File: src/rtl/hazard_pkg.sv
// Shared definitions for the pipeline hazard controller and the pipeline registers.
package hazard_pkg;

    typedef enum logic [1:0] {
        RUN      = 2'd0,
        MEM_WAIT = 2'd1,
        DRAIN    = 2'd2,
        HALTED   = 2'd3
    } state_t;

    // Canonical RV32I NOP (addi x0, x0, 0) loaded by the bubble logic.
    localparam logic [31:0] NOP_INSTR = 32'h00000013;

endpackage

File: src/rtl/hazard_detect.sv
// Load-use hazard detection: the E-stage load writes a register the C-stage instruction reads.
module hazard_detect (
    input  logic [4:0] rs1C,
    input  logic [4:0] rs2C,
    input  logic       use_rs1C,
    input  logic       use_rs2C,
    input  logic [4:0] rdE,
    input  logic       is_loadE,
    output logic       lu
);

    // x0 is never a real dependency, so a load into x0 never stalls.
    always_comb begin
        lu = is_loadE && (rdE != 5'd0) &&
             ((use_rs1C && (rs1C == rdE)) || (use_rs2C && (rs2C == rdE)));
    end

endmodule

File: src/rtl/hazard_ctrl.sv
// Pipeline sequencing controller: stall/bubble/flush generation, dmem wait with timeout,
// halt/drain/resume sequencing and a stall-cycle performance counter.
module hazard_ctrl
    import hazard_pkg::*;
#(
    parameter int MEM_TIMEOUT  = 64,
    parameter int DRAIN_CYCLES = 3
) (
    input  logic        CLK,
    input  logic        NRST,
    input  logic [4:0]  rs1C,
    input  logic [4:0]  rs2C,
    input  logic        use_rs1C,
    input  logic        use_rs2C,
    input  logic [4:0]  rdE,
    input  logic        is_loadE,
    input  logic        fail_predict,
    input  logic        dmem_req,
    input  logic        dmem_ready,
    input  logic        halt_req,
    input  logic        resume,
    output logic        stallF,
    output logic        stallC,
    output logic        flushC,
    output logic        bubbleE,
    output logic        freeze,
    output logic        bubbleW,
    output logic        halted,
    output logic        mem_err,
    output logic [31:0] stall_cnt
);

    localparam int TW = $clog2(MEM_TIMEOUT) + 1;

    state_t        state;
    logic [TW-1:0] tcnt;
    logic [2:0]    dcnt;
    logic          lu;
    logic          mw;
    logic          timeout;

    hazard_detect u_detect (
        .rs1C     (rs1C),
        .rs2C     (rs2C),
        .use_rs1C (use_rs1C),
        .use_rs2C (use_rs2C),
        .rdE      (rdE),
        .is_loadE (is_loadE),
        .lu       (lu)
    );

    // A dmem access still waiting this cycle, and the forced release once it has waited too long.
    always_comb begin
        mw      = dmem_req && !dmem_ready;
        timeout = (state == MEM_WAIT) && mw && (tcnt == TW'(MEM_TIMEOUT - 1));
    end

    // Control outputs: memory freeze beats mispredict flush beats load-use stall.
    always_comb begin
        stallF  = 1'b0;
        stallC  = 1'b0;
        flushC  = 1'b0;
        bubbleE = 1'b0;
        freeze  = 1'b0;
        bubbleW = 1'b0;
        halted  = 1'b0;
        mem_err = timeout;
        case (state)
            RUN, MEM_WAIT: begin
                if (mw && !timeout) begin
                    stallF  = 1'b1;
                    stallC  = 1'b1;
                    freeze  = 1'b1;
                    bubbleW = 1'b1;
                end else if (fail_predict) begin
                    flushC  = 1'b1;
                    bubbleE = 1'b1;
                end else if (lu) begin
                    stallF  = 1'b1;
                    stallC  = 1'b1;
                    bubbleE = 1'b1;
                end
            end
            DRAIN: begin
                if (mw) begin
                    stallF  = 1'b1;
                    stallC  = 1'b1;
                    freeze  = 1'b1;
                    bubbleW = 1'b1;
                end else begin
                    stallF  = 1'b1;
                    flushC  = 1'b1;
                end
            end
            HALTED: begin
                halted = 1'b1;
                stallF = 1'b1;
                flushC = 1'b1;
            end
            default: begin
                stallF = 1'b0;
            end
        endcase
    end

    // Sequencer state, wait/drain counters and the stall-cycle counter.
    always_ff @(posedge CLK or negedge NRST) begin
        if (!NRST) begin
            state     <= RUN;
            tcnt      <= '0;
            dcnt      <= '0;
            stall_cnt <= '0;
        end else begin
            if (stallF) begin
                stall_cnt <= stall_cnt + 32'd1;
            end
            case (state)
                RUN: begin
                    if (mw) begin
                        state <= MEM_WAIT;
                        tcnt  <= TW'(1);
                    end else if (halt_req) begin
                        state <= DRAIN;
                        dcnt  <= '0;
                    end
                end
                MEM_WAIT: begin
                    if (!mw || timeout) begin
                        state <= RUN;
                        tcnt  <= '0;
                    end else begin
                        tcnt <= tcnt + 1'b1;
                    end
                end
                DRAIN: begin
                    if (!mw) begin
                        if (dcnt == 3'(DRAIN_CYCLES - 1)) begin
                            state <= HALTED;
                            dcnt  <= '0;
                        end else begin
                            dcnt <= dcnt + 1'b1;
                        end
                    end
                end
                HALTED: begin
                    if (resume) begin
                        state <= RUN;
                    end
                end
                default: begin
                    state <= RUN;
                end
            endcase
        end
    end

endmodule

File: config.mk
export PLATFORM = sky130hd
export DESIGN_NAME = hazard_ctrl
export DESIGN_NICKNAME = d
export VERILOG_FILES = /design/src/rtl/hazard_pkg.sv /design/src/rtl/hazard_detect.sv /design/src/rtl/hazard_ctrl.sv
export SDC_FILE = /design/constraint.sdc
export NUM_CORES = 1
export LEC_CHECK = 0
export CAP_MARGIN = 5
export CELL_PAD_IN_SITES_DETAIL_PLACEMENT = 0
export CELL_PAD_IN_SITES_GLOBAL_PLACEMENT = 2
export CORE_ASPECT_RATIO = 1.75
export CORE_MARGIN = 2
export CORE_UTILIZATION = 26
export CTS_BUF_LIST = sky130_fd_sc_hd__clkbuf_16
export DETAILED_ROUTE_END_ITERATION = 12
export PLACE_DENSITY = 0.83
export SETUP_SLACK_MARGIN = 0.1
export SLEW_MARGIN = 5
export SYNTH_ARGS = -nofsm -noshare
export SYNTH_HDL_FRONTEND = slang
export SYNTH_SLANG_ARGS = --single-unit
File: constraint.sdc
create_clock -name CLK -period 3.3 [get_ports CLK]
set_clock_uncertainty 0.2 [all_clocks]
set_input_delay 0.99 -clock CLK [delete_from_list [all_inputs] [get_ports CLK]]
set_output_delay 0.99 -clock CLK [all_outputs]
set_load 0.01 [all_outputs]
**Yosys cells after proc, flatten, opt, wreduce, memory -nomap -nowiden**

Index checks and enable logic that the tools add are counted.

- Output and inout port bits: 40
- Word-level logic and storage cells: 75
- Bits of input ports: 25
- Register bits after elaboration: 44

- Muxes and demuxes: 31
- Reduce and logical (&&, ||, !) cells: 22
- Equality and inequality tests: 15
- Add/subtract/negate cells: 3

Operators by type and width:

| operator | count |
|---|---|
| 32-bit by 1-bit adder with 32-bit output (second input constant) | 1 |
| 7-bit 2-to-1 mux | 2 |
| 7-bit one-hot mux with 2 select lines | 1 |
| 1-bit 2-to-1 mux | 12 |
| 2-bit 2-to-1 mux | 6 |
| 3-bit 2-to-1 mux | 4 |
| 2-bit inequality test (second input constant) | 6 |
| 5-bit == test | 2 |
| 1-bit logical AND | 8 |
| 2-bit one-hot mux with 4 select lines | 1 |
| 7-bit by 1-bit adder with 7-bit output (second input constant) | 1 |
| 7-bit by 6-bit == test with 1-bit output (second input constant) | 1 |
| 1-bit one-hot mux with 2 select lines | 3 |
| 3-bit one-hot mux with 2 select lines | 1 |
| 5-bit AND reduction | 1 |
| 5-bit nonzero test | 1 |
| 2-bit == test (second input constant) | 2 |
| 4-bit AND reduction | 1 |
| 2-bit nonzero test | 2 |
| 2-bit OR reduction | 2 |
| 3-bit by 1-bit adder with 3-bit output (second input constant) | 1 |
| 3-bit by 2-bit == test with 1-bit output (second input constant) | 1 |
| 1-bit logical NOT | 3 |
| 3-bit inequality test (second input constant) | 1 |
| 6 further kinds | 7 |

**Depth between registers and ports, before layout**

- Depth in word-level cells: 8
- Mapped depth: 8
- Mapped depth without buffers: 7

**Hierarchy**

A second synthesis with hierarchy kept.

- Cells, all modules: 225
- Area total of the unflattened synthesis: 2,323.5 um^2

By module, submodules not included:

| module | times used | area each (um^2) | cells an instance | sequential area each (um^2) |
|---|---|---|---|---|
| hazard_ctrl | 1 | 2,189.6 | 208 | 1,101.1 |
| hazard_detect | 1 | 133.9 | 17 | 0.0 |

**Worst setup path after synthesis**

Ideal clock, no wire load.

- Kind: input port to output port
- From: input rdE[0]
- To: output stallF
- Slack: -56 ps
- Arrival time: 2,166 ps
- Cell stages on the path: 6
- Path buffers: 1
- Required time: 2,110 ps
- Cells stage by stage: or4_1 o21ai_1 nor2_1 a21boi_4 buf_6 inv_1

- Cells in the longest elaborated chain, start to end: 8
- Elaborated cells on any way between the ends: 12
- Classes of those cells: eq/ne (2); mux (4); reduce/logical (6)

Ends and longest elaborated chain:

| what | line | RTL |
|---|---|---|
| start: declaration | hazard_ctrl.sv:15 | `input logic [4:0] rdE,` |
| 5-bit == test | hazard_detect.sv:15 | `((use_rs1C && (rs1C == rdE)) \|\| (use_rs2C && (rs2C == rdE)));` |
| 1-bit logical AND | hazard_detect.sv:15 |  |
| 1-bit logical OR | hazard_detect.sv:15 |  |
| 1-bit logical AND * | hazard_detect.sv:14 | `lu = is_loadE && (rdE != 5'd0) &&` |
| 1-bit 2-to-1 mux * | hazard_ctrl.sv:78 | `end else if (lu) begin` |
| 1-bit 2-to-1 mux * | hazard_ctrl.sv:75 | `end else if (fail_predict) begin` |
| 1-bit 2-to-1 mux * | hazard_ctrl.sv:70 | `if (mw && !timeout) begin` |
| 1-bit one-hot mux with 2 select lines * | hazard_ctrl.sv:68 | `case (state)` |
| end: declaration | hazard_ctrl.sv:22 | `output logic stallF,` |

Mark *: on every way between the ends. The rest lies on a longest branch, timed or not.

**Final worst setup path**

- From: input rdE[3]
- To: output stallF

The elaborated chain is that of the path after synthesis.

==> impl_metrics.py <==
metrics = {
    "run_status": {
        "status": "finished, violations left",
        "violations": "negative setup slack",
    },
    "placed_design": {
        "pre_cts_ws_ns": -0.8389,
        "dp_hpwl_um": 4646,
        "dpl_cell_area_mm2": 0.003217,
        "portBuffers": 64,
        "gp_congestion": 0.7293,
    },
    "worst_setup_path": {
        "start_kind": "primary input",
        "critPathArrivalTime_ns": 2.13,
        "crit_end": "stallF",
        "path_max_fanout": 3,
        "r2r_cells": 7,
        "crit-reg2reg-launch": "tcnt[1]",
        "cp-end-kind": "output port",
        "cp.depth": 7,
        "rrSetupSlack_ns": 0.76,
        "required_ns": 2.11,
        "crit_path_start": "rdE[3]",
        "r2r_end": "stall_cnt[1]",
        "crit_slowest_cell": "or4_4",
        "crit_chain": "buf_6 -> or4_4 -> o21ai_4 -> nor2_2 -> a21boi_4 -> inv_4 -> buf_6",
        "path_common_cell": "buf_6",
        "crit_buf_inv": 3,
        "slowest_delay_ns": 0.52,
        "cpLargestDelayFamily": "simple AND/OR/NAND/NOR gates",
        "criticalPathCategory": "primary input to output port",
    },
    "floorplanning": {
        "core_mm2": 0.009036,
        "dieArea_mm2": 0.01005,
        "initial_utilization": 0.2659,
        "ioPinCount": 65,
        "dieHeight_um": 131.2,
        "core.rowCount": 46,
        "die_w_um": 76.66,
    },
    "logic_synthesis": {
        "netlist_area_mm2": 0.002402,
        "synthArstFlopShare": 1.000,
        "seq_area_frac_synth": 0.4583,
        "synth_edf_count": 0,
        "ys_warn_count": 0,
        "syn_inst": 244,
        "ys_ff_latch": 44,
        "synth.distinct_cells": 44,
        "postSynthAreaPerCell_um2": 9.846,
        "synthFlopType": "dfrtp_1",
        "syn_nets": 271,
    },
    "power_and_ir_drop": {
        "power.total_uw": 1866,
        "vdd_drop_max_v": 0.0002591,
        "p_per_area_mw_per_mm2": 549.2,
        "power_leakage_uw": 0.001523,
    },
    "global_routing": {
        "antenna_found_initial": 0,
        "grt_usage": 0.1276,
        "grt_max_degree": 33,
        "grt_pass1_wl_um": 10480,
        "grt_pass1_vias": 2129,
        "grt_overflow": 0,
    },
    "sta": {
        "post-route-period-util": 1.007,
        "fin_hold_ws_ns": 0.2944,
        "drv_slew": 0,
        "fmax_mhz": 300.9,
        "setup_ws_ns": -0.02329,
        "tightest_slew_ns": 0.4750,
        "hold_viol_final": 0,
        "setup_viol": 3,
        "min_period_ns": 3.323,
        "rsz0062_at_grt": "yes",
        "relSlewSlack": 0.6826,
    },
    "routing": {
        "routed_via_density": 4.672,
        "drc": 0,
        "dr.pass1.iters": 4,
        "vias": 2065,
        "ant_nets": 0,
        "drtIter0Drc": 57,
        "drt_wl_total_um": 6280,
        "routedWlPerCell_um": 14.21,
    },
    "layout": {
        "diodes": 0,
        "post-route-util": 0.3759,
        "nets": 348,
        "layout_commonest_cell": "dfrtp_1",
        "drive_gt1_frac": 0.1584,
        "layout_common_cells": "dfrtp_1 (44), clkdlybuf4s50_1 (39), xor2_1 (27), nand2_1 (24), nor2_1 (16)",
        "areaGrowthSynthToFinish_pct": 41.41,
        "design_area_mm2": 0.003397,
    },
    "min_path": {
        "hold_class": "flop to flop",
    },
    "clock_tree": {
        "numCtsBuffers": 5,
        "clk_latency_ns": 0.28,
        "cts.sinks": 44,
        "clock_path_buffers": 2,
        "path_clk_slew_ns": 0.06,
        "h-tree-depth": 2,
        "clock-root-buffer": "clkbuf_16",
        "tritoncts": "built",
    },
    "flow_run": {
        "maxCapViolations": 0,
    },
}
==> cells by family after synthesis <==
kind of cell / Yosys count / share of synthesized area
buffers and inverters: 14 / 0.03594
adder cells (fa/ha/maj): 2 / 0.01042
AND/OR/NAND/NOR: 114 / 0.2630
AO/OA/AOI/OAI: 26 / 0.06980
multiplexers: 3 / 0.01302
flip-flops: 44 / 0.4583
XOR/XNOR: 41 / 0.1495
==> where the power goes <==
| group | internal [uW] | switching, uW |
|---|---|---|
| clock | 273 | 197 |
| combinational | 332 | 334 |
| sequential | 627 | 102 |
| total | 1230 | 633 |
==> layer usage <==
layer  part of all wire  GRT usage  wire [um]  vias to the layer above
met3              0.054    0.02953        342                        7
met1               0.41     0.1500       2581                      988
met2               0.52     0.2251       3258                       62
met4              0.016    0.04242         98                        0
li1                   -          -          -                     1008
met5                  0          0          0                        -
==> area by class of cell <==
| class | count | area (um^2) |
|---|---|---|
| tap | 120 | 150.1 |
| inverter | 6 | 25.02 |
| sequential | 44 | 1101 |
| clock inverter | 3 | 11.26 |
| fill | 956 | 5639 |
| multi-input combinational | 186 | 1274 |
| clock buffer | 5 | 125.1 |
| timing repair buffer | 78 | 710.7 |
==> worst reg2reg max path, delay by kind of cell (launching register included) <==
family,cells,cell delay (ns)
flops,1,0.36
compound gates,2,0.62
simple gates,2,0.28
buf+inv,1,0.36
fa+ha+maj,1,0.22
mux,1,0.38
==> registers in the layout, summed over array words and instances, names as in the netlist <==
signal / cells
stall_cnt: 32
tcnt: 7
dcnt: 3
state: 2
==> through the flow <==
step | cells | TNS [ns]
6_report | 442 | -0.03516
5_1_grt | 442 | -0.1830
4_1_cts | 442 | -0.1044
3_5_place_dp | 432 | -8.102
3_3_place_gp | 432 | -8.072
2_1_floorplan | 244 | -0.03243
==> what timing repair did <==
action	CTS	global route
buffers inserted	2	0
resized for setup	58	15
pin swaps	20	9
hold buffers	0	0
setup endpoints to repair	8	6
endpoints found under the hold margin	0	0
==> synthesized netlist by cell type (all sizes together), types with 3 or more instances <==
cell type,count,area share
o21ai,12,0.025
nor4,14,0.036
xnor2,14,0.051
nand2,24,0.038
nand2b,5,0.013
buf,5,0.022
nand3,14,0.031
nor3,11,0.023
nor4b,4,0.017
clkbuf,3,0.0047
nor2,18,0.029
dfrtp,44,0.46
xor2,27,0.098
nand4,7,0.018
a21oi,6,0.013
inv,6,0.0094
==> worst min-delay path by stage <==
stage | slack (ns) | from | end | depth (start not counted)
2_1_floorplan | 0.28 | tcnt[1] | tcnt[1] | 2
3_3_place_gp | 0.28 | stall_cnt[9] | stall_cnt[9] | 1
3_5_place_dp | 0.29 | stall_cnt[5] | stall_cnt[5] | 1
4_1_cts | 0.30 | stall_cnt[5] | stall_cnt[5] | 1
5_1_grt | 0.32 | stall_cnt[5] | stall_cnt[5] | 1
6_report | 0.29 | stall_cnt[30] | stall_cnt[30] | 1
Note: power is estimated with default switching activity, not from simulation.
